$ cat src/rtl/alu_pkg.sv
// Shared ALU definitions: op encodings, legality check and the issue-buffer entry layout.
package alu_pkg;

    localparam logic [3:0] ALU_AND = 4'b0000;
    localparam logic [3:0] ALU_OR  = 4'b0001;
    localparam logic [3:0] ALU_ADD = 4'b0010;
    localparam logic [3:0] ALU_SUB = 4'b0110;
    localparam logic [3:0] ALU_NOR = 4'b1100;
    localparam logic [3:0] ALU_SLT = 4'b0111;
    localparam logic [3:0] ALU_MIN = 4'b0011;

    localparam int ALU_DWIDTH = 32;
    localparam int ALU_AWIDTH = 5;

    // Default-width entry layout; modules with other widths declare a matching local struct.
    typedef struct packed {
        logic [3:0]            op;
        logic [ALU_AWIDTH-1:0] rs1_addr;
        logic [ALU_AWIDTH-1:0] rs2_addr;
        logic [ALU_DWIDTH-1:0] rs1;
        logic [ALU_DWIDTH-1:0] rs2;
        logic [ALU_AWIDTH-1:0] rd_addr;
    } alu_entry_t;

    // True for op codes the ALU actually implements.
    function automatic logic alu_op_legal(input logic [3:0] op);
        case (op)
            ALU_AND, ALU_OR, ALU_ADD, ALU_SUB,
            ALU_NOR, ALU_SLT, ALU_MIN: return 1'b1;
            default:                   return 1'b0;
        endcase
    endfunction

endpackage

$ cat src/rtl/alu_fwd_mux.sv
// Per-operand forwarding select: replaces a stale operand with the write-back value
// when write-back targets the same non-zero register.
module alu_fwd_mux #(
    parameter int DWIDTH = 32,
    parameter int AWIDTH = 5
) (
    input  logic [AWIDTH-1:0] i_addr,
    input  logic [DWIDTH-1:0] i_data,
    input  logic              i_wb_en,
    input  logic [AWIDTH-1:0] i_wb_addr,
    input  logic [DWIDTH-1:0] i_wb_data,
    output logic [DWIDTH-1:0] o_data
);

    logic w_hit;

    // Register 0 is hardwired, so a write-back to it must never be forwarded.
    assign w_hit  = i_wb_en && (i_wb_addr != '0) && (i_wb_addr == i_addr);
    assign o_data = w_hit ? i_wb_data : i_data;

endmodule

$ cat src/rtl/alu_issue_buf.sv
// Execute-stage issue buffer: small FIFO of decoded ALU ops whose operands are kept
// fresh from the write-back bus, presenting the head entry to the combinational ALU.
module alu_issue_buf
    import alu_pkg::*;
#(
    parameter int DWIDTH = 32,
    parameter int AWIDTH = 5,
    parameter int DEPTH  = 2
) (
    input  logic              clk,
    input  logic              rst_n,
    input  logic              in_valid,
    output logic              in_ready,
    input  logic [3:0]        in_op,
    input  logic [AWIDTH-1:0] in_rs1_addr,
    input  logic [AWIDTH-1:0] in_rs2_addr,
    input  logic [DWIDTH-1:0] in_rs1_data,
    input  logic [DWIDTH-1:0] in_rs2_data,
    input  logic [AWIDTH-1:0] in_rd_addr,
    input  logic              wb_en,
    input  logic [AWIDTH-1:0] wb_addr,
    input  logic [DWIDTH-1:0] wb_data,
    output logic              out_valid,
    input  logic              out_ready,
    output logic [3:0]        out_op,
    output logic [DWIDTH-1:0] out_rs1,
    output logic [DWIDTH-1:0] out_rs2,
    output logic [AWIDTH-1:0] out_rd_addr,
    output logic              out_illegal
);

    localparam int PW = $clog2(DEPTH);
    localparam int CW = PW + 1;

    typedef struct packed {
        logic [3:0]        op;
        logic [AWIDTH-1:0] rs1_addr;
        logic [AWIDTH-1:0] rs2_addr;
        logic [DWIDTH-1:0] rs1;
        logic [DWIDTH-1:0] rs2;
        logic [AWIDTH-1:0] rd_addr;
    } entry_t;

    entry_t            r_entry [DEPTH];
    logic [DEPTH-1:0]  r_valid;
    logic [PW-1:0]     r_wrPtr;
    logic [PW-1:0]     r_rdPtr;
    logic [CW-1:0]     r_count;

    logic              w_push;
    logic              w_pop;
    logic [DWIDTH-1:0] w_capRs1;
    logic [DWIDTH-1:0] w_capRs2;
    logic [DWIDTH-1:0] w_fwdRs1 [DEPTH];
    logic [DWIDTH-1:0] w_fwdRs2 [DEPTH];
    entry_t            w_head;

    assign in_ready  = (r_count < CW'(DEPTH));
    assign out_valid = (r_count != '0);
    assign w_push    = in_valid && in_ready;
    assign w_pop     = out_valid && out_ready;
    assign w_head    = r_entry[r_rdPtr];

    // Data outputs are forced to zero while empty so stale slots never leak out.
    assign out_op      = out_valid ? w_head.op      : '0;
    assign out_rs1     = out_valid ? w_head.rs1     : '0;
    assign out_rs2     = out_valid ? w_head.rs2     : '0;
    assign out_rd_addr = out_valid ? w_head.rd_addr : '0;
    assign out_illegal = out_valid && !alu_op_legal(w_head.op);

    alu_fwd_mux #(.DWIDTH(DWIDTH), .AWIDTH(AWIDTH)) u_capRs1 (
        .i_addr(in_rs1_addr), .i_data(in_rs1_data), .i_wb_en(wb_en),
        .i_wb_addr(wb_addr), .i_wb_data(wb_data), .o_data(w_capRs1)
    );

    alu_fwd_mux #(.DWIDTH(DWIDTH), .AWIDTH(AWIDTH)) u_capRs2 (
        .i_addr(in_rs2_addr), .i_data(in_rs2_data), .i_wb_en(wb_en),
        .i_wb_addr(wb_addr), .i_wb_data(wb_data), .o_data(w_capRs2)
    );

    for (genvar g = 0; g < DEPTH; g++) begin : g_storeFwd
        alu_fwd_mux #(.DWIDTH(DWIDTH), .AWIDTH(AWIDTH)) u_fwdRs1 (
            .i_addr(r_entry[g].rs1_addr), .i_data(r_entry[g].rs1), .i_wb_en(wb_en),
            .i_wb_addr(wb_addr), .i_wb_data(wb_data), .o_data(w_fwdRs1[g])
        );
        alu_fwd_mux #(.DWIDTH(DWIDTH), .AWIDTH(AWIDTH)) u_fwdRs2 (
            .i_addr(r_entry[g].rs2_addr), .i_data(r_entry[g].rs2), .i_wb_en(wb_en),
            .i_wb_addr(wb_addr), .i_wb_data(wb_data), .o_data(w_fwdRs2[g])
        );
    end

    // Pointer and occupancy tracking; pointers wrap naturally since DEPTH is a power of two.
    always_ff @(posedge clk or negedge rst_n) begin
        if (!rst_n) begin
            r_wrPtr <= '0;
            r_rdPtr <= '0;
            r_count <= '0;
        end else begin
            if (w_push) r_wrPtr <= r_wrPtr + 1'b1;
            if (w_pop)  r_rdPtr <= r_rdPtr + 1'b1;
            if (w_push && !w_pop)      r_count <= r_count + 1'b1;
            else if (w_pop && !w_push) r_count <= r_count - 1'b1;
        end
    end

    // Entry storage: refresh buffered operands, retire the head, capture the new op.
    always_ff @(posedge clk or negedge rst_n) begin
        if (!rst_n) begin
            r_valid <= '0;
            for (int i = 0; i < DEPTH; i++) r_entry[i] <= '0;
        end else begin
            for (int i = 0; i < DEPTH; i++) begin
                if (r_valid[i]) begin
                    r_entry[i].rs1 <= w_fwdRs1[i];
                    r_entry[i].rs2 <= w_fwdRs2[i];
                end
            end
            if (w_pop) r_valid[r_rdPtr] <= 1'b0;
            if (w_push) begin
                r_entry[r_wrPtr] <= '{op: in_op, rs1_addr: in_rs1_addr, rs2_addr: in_rs2_addr,
                                      rs1: w_capRs1, rs2: w_capRs2, rd_addr: in_rd_addr};
                r_valid[r_wrPtr] <= 1'b1;
            end
        end
    end

endmodule

$ cat config.mk
export PLATFORM = sky130hd
export DESIGN_NAME = alu_issue_buf
export DESIGN_NICKNAME = d
export VERILOG_FILES = /design/src/rtl/alu_pkg.sv /design/src/rtl/alu_fwd_mux.sv /design/src/rtl/alu_issue_buf.sv
export SDC_FILE = /design/constraint.sdc
export NUM_CORES = 1
export LEC_CHECK = 0
export CAP_MARGIN = 20
export CORE_ASPECT_RATIO = 2
export CORE_MARGIN = 8
export CORE_UTILIZATION = 55
export CTS_CLUSTER_SIZE = 40
export DETAILED_ROUTE_END_ITERATION = 8
export PLACE_DENSITY_LB_ADDON = 0.08
export SETUP_SLACK_MARGIN = 0.15
export SLEW_MARGIN = 25
export SYNTH_ARGS = -nofsm -noshare
export SYNTH_HDL_FRONTEND = slang
export SYNTH_SLANG_ARGS = --single-unit
$ cat constraint.sdc
create_clock -name clk -period 4.06 [get_ports clk]
set_input_delay 0.812 -clock clk [delete_from_list [all_inputs] [get_ports clk]]
set_output_delay 0.812 -clock clk [all_outputs]
set_load 0.02 [all_outputs]
==> results.sh <==
export IMPL_run_status="finished, violations left"
export IMPL_violations="DRC"
export IMPL_clkSlewWorstSetupHoldPaths_ns=0.07
export IMPL_clock_skew_final_ns=0.01118
export IMPL_io_pin_count=201
export IMPL_setup_tns_ns=0
export IMPL_cts_sinks=172
export IMPL_syn_to_final_growth_pct=31.11
export IMPL_critPathLaunch="r_rdPtr"
export IMPL_dieHeight_um=196.8
export IMPL_synth_seq_cells=172
export IMPL_die_area_sq_mm=0.02094
export IMPL_avgViaCountPerCell=5.875
export IMPL_grt_max_degree=105
export IMPL_syn_inst=977
export IMPL_num_vias=8013
export IMPL_slew_viol_final=0
export IMPL_r2r_start="r_count[1]"
export IMPL_max_cap_violations=0
export IMPL_crit_type="reg2out"
export IMPL_p_per_area_mw_per_mm2=849.6
export IMPL_hold_path_class="in2async"
export IMPL_path_cells="buf_4 -> mux2i_1 -> nor2_1 -> clkdlybuf4s50_1"
export IMPL_syn_num_nets=1103
export IMPL_antenna_cells=0
export IMPL_drt_iter0_markers=914
export IMPL_synth_cell_area_sq_mm=0.008989
export IMPL_path_max_fanout=39
export IMPL_die_w_um=106.4
export IMPL_antenna_found_initial=0
export IMPL_clock_path_buffers=2
export IMPL_ant_nets=0
export IMPL_drive_gt1_frac=0.08707
export IMPL_postCtsSetupBuffers=0
export IMPL_yosys_warnings=0
export IMPL_tritoncts="built"
export IMPL_wirelength_um=27320
export IMPL_slowest_delay_ns=0.91
export IMPL_p_comb_frac=0.528
export IMPL_avgSynthCellArea_sq_um=9.200
export IMPL_sw_frac_of_total=0.4098
export IMPL_critPathTopFamily="buffers and inverters"
export IMPL_hpwl_um=18040
export IMPL_clk_insertion_delay_late_ns=0.42
export IMPL_synth_edf_count=0
export IMPL_tightest_slew_ns=0.8525
export IMPL_path_buf_inv=2
export IMPL_wl_per_cell_um=20.03
export IMPL_fp_coreArea_sq_mm=0.01610
export IMPL_worstSetupEndpointType="primary output"
export IMPL_cts_resized=0
export IMPL_finalSetupViolations=0
export IMPL_finalHoldViolCount=0
export IMPL_finalCritPeriodShare=0.8650
export IMPL_fin_nets=1273
export IMPL_rsz0062_at_grt="no"
export IMPL_switchingPower_uw=4103
export IMPL_initial_core_util=0.5582
export IMPL_htreeDepth=4
export IMPL_holdWs_ns=0.4645
export IMPL_fmax_mhz=284.7
export IMPL_crit_required_ns=3.25
export IMPL_grtUsageTotal=0.2626
export IMPL_cts_made_buffers=17
export IMPL_detail_route_first_pass_iterations=9
export IMPL_gr_total_overflow=0
export IMPL_synthArstFlopShare=1.000
export IMPL_worst_setup_path_start_kind="flop"
export IMPL_max_slew_margin=0.4317
export IMPL_power_internal_uw=5910
export IMPL_synth_cell_type_count=34
export IMPL_arrival_ns=2.70
export IMPL_portBuffers=200
export IMPL_hold_buffers=0
export IMPL_ir_drop_v=0.0005090
export IMPL_pwr_share_seq=0.308
export IMPL_p_leak_uw=0.005900
export IMPL_slowest_stage="dfrtp_4"
export IMPL_root_buffer="clkbuf_16"
export IMPL_grt_pass1_vias=8487
export IMPL_drc=1
export IMPL_period_needed_ns=3.512
export IMPL_ys_seq_area_frac=0.4788
export IMPL_fp_row_count=66
export IMPL_gp_congestion=0.8359
export IMPL_grt_pass1_wl_um=44050
export IMPL_clkPwrFrac=0.163
export IMPL_ys_flop_type="dfrtp_1"
[synthesized netlist by cell type, types with 2 or more instances]
master    count  area share
buf_1        12      0.0050
o21ai_0       3      0.0017
buf_2         5      0.0028
o221a_2      32       0.040
clkbuf_1     46       0.019
a21oi_1       4      0.0022
a31oi_1       2      0.0014
nand2_1     149       0.062
mux2i_1      73       0.081
buf_6         8       0.010
nor3_1        7      0.0039
nand3_1       4      0.0022
nor2b_1       3      0.0021
a222oi_1     96        0.11
xor2_1       25       0.024
dfrtp_1     172        0.48
nor2_1      114       0.048
inv_1       196       0.082
xnor2_1      10      0.0097
and4_4        2      0.0025
[metrics by stage]
| stage | std cells | utilization | worst slack, ns | instance area (sq um) | power [uW] |
|---|---|---|---|---|---|
| floorplan | 977 | - | 1.372 | 8989 | 6169 |
| global placement | 1332 | 0.6949 | 0.4949 | 11190 | 8241 |
| detailed placement | 1332 | 0.6949 | 0.4467 | 11190 | 8397 |
| CTS | 1364 | 0.7317 | 0.5209 | 11780 | 10070 |
| global route | 1364 | 0.7319 | 0.4721 | 11790 | 10630 |
| finish | 1364 | 0.7319 | 0.5480 | 11790 | 10010 |
[flip-flops by register name (all words and copies together), names as in the netlist]
name / flops
r_count: 2
r_entry: 166
r_rdPtr: 1
r_valid: 2
r_wrPtr: 1
[power groups by stage]
| stage | Combinational [uW] | Clock (uW) | Sequential [uW] |
|---|---|---|---|
| 2_1_floorplan | 3310 | 0 | 2860 |
| 3_3_place_gp | 5180 | 0 | 3060 |
| 3_5_place_dp | 5290 | 0 | 3100 |
| 4_1_cts | 5330 | 1660 | 3080 |
| 5_1_grt | 5720 | 1720 | 3190 |
| 6_report | 5290 | 1640 | 3090 |
[final cells by class]
class                      instances  area [sq um]
multi-input combinational        538          3697
timing repair buffer             222          2196
inverter                         196         735.7
fill                            1215          4318
clock buffer                      19         442.9
tap                              204         255.2
sequential                       172          4308
clock inverter                    13         150.1
[routing by layer]
layer	GRT usage	wire length, um
met2	0.4425	13860
met3	0.05136	2280
met4	0.09501	527
met5	0	0
met1	0.3255	10650
[cell families (layout without fill, tap and decap cells)]
logic type	Yosys count	in the layout	synth area share
xor gates and xnor gates	35	35	0.03410
and+or+nand+nor	285	285	0.1257
AOI/OAI and AO/OA	142	142	0.1569
adders and majority gates	1	1	0.001392
buffers and inverters	267	450	0.1189
DFF	172	172	0.4788
muxes	75	75	0.08421
[final timing paths]
check / endpoint / slack, ns / depth (start not counted)
min in group clk: r_entry[85] / 0.48 / 2
worst min register to register: r_entry[85] / 0.48 / 2
worst max-delay path: out_rs1[28] / 0.55 / 4
worst max register to register: r_entry[49] / 1.55 / 6
max in group asynchronous: r_entry[21] / 2.71 / 2
worst min-delay path: r_entry[76] / 0.46 / 1
[cells in the final DEF, fill, tap and decap left out, drive strengths merged, types with 7 or more instances in the layout]
cell type	netlist	final
a222oi	96	96
buf	25	22
clkbuf	46	20
clkdlybuf4s50	0	199
dfrtp	172	172
inv	196	204
mux2i	73	73
nand2	149	149
nor2	114	114
nor3	7	7
o221a	32	32
xnor2	10	10
xor2	25	25
Note: power is estimated with default switching activity, not from simulation.
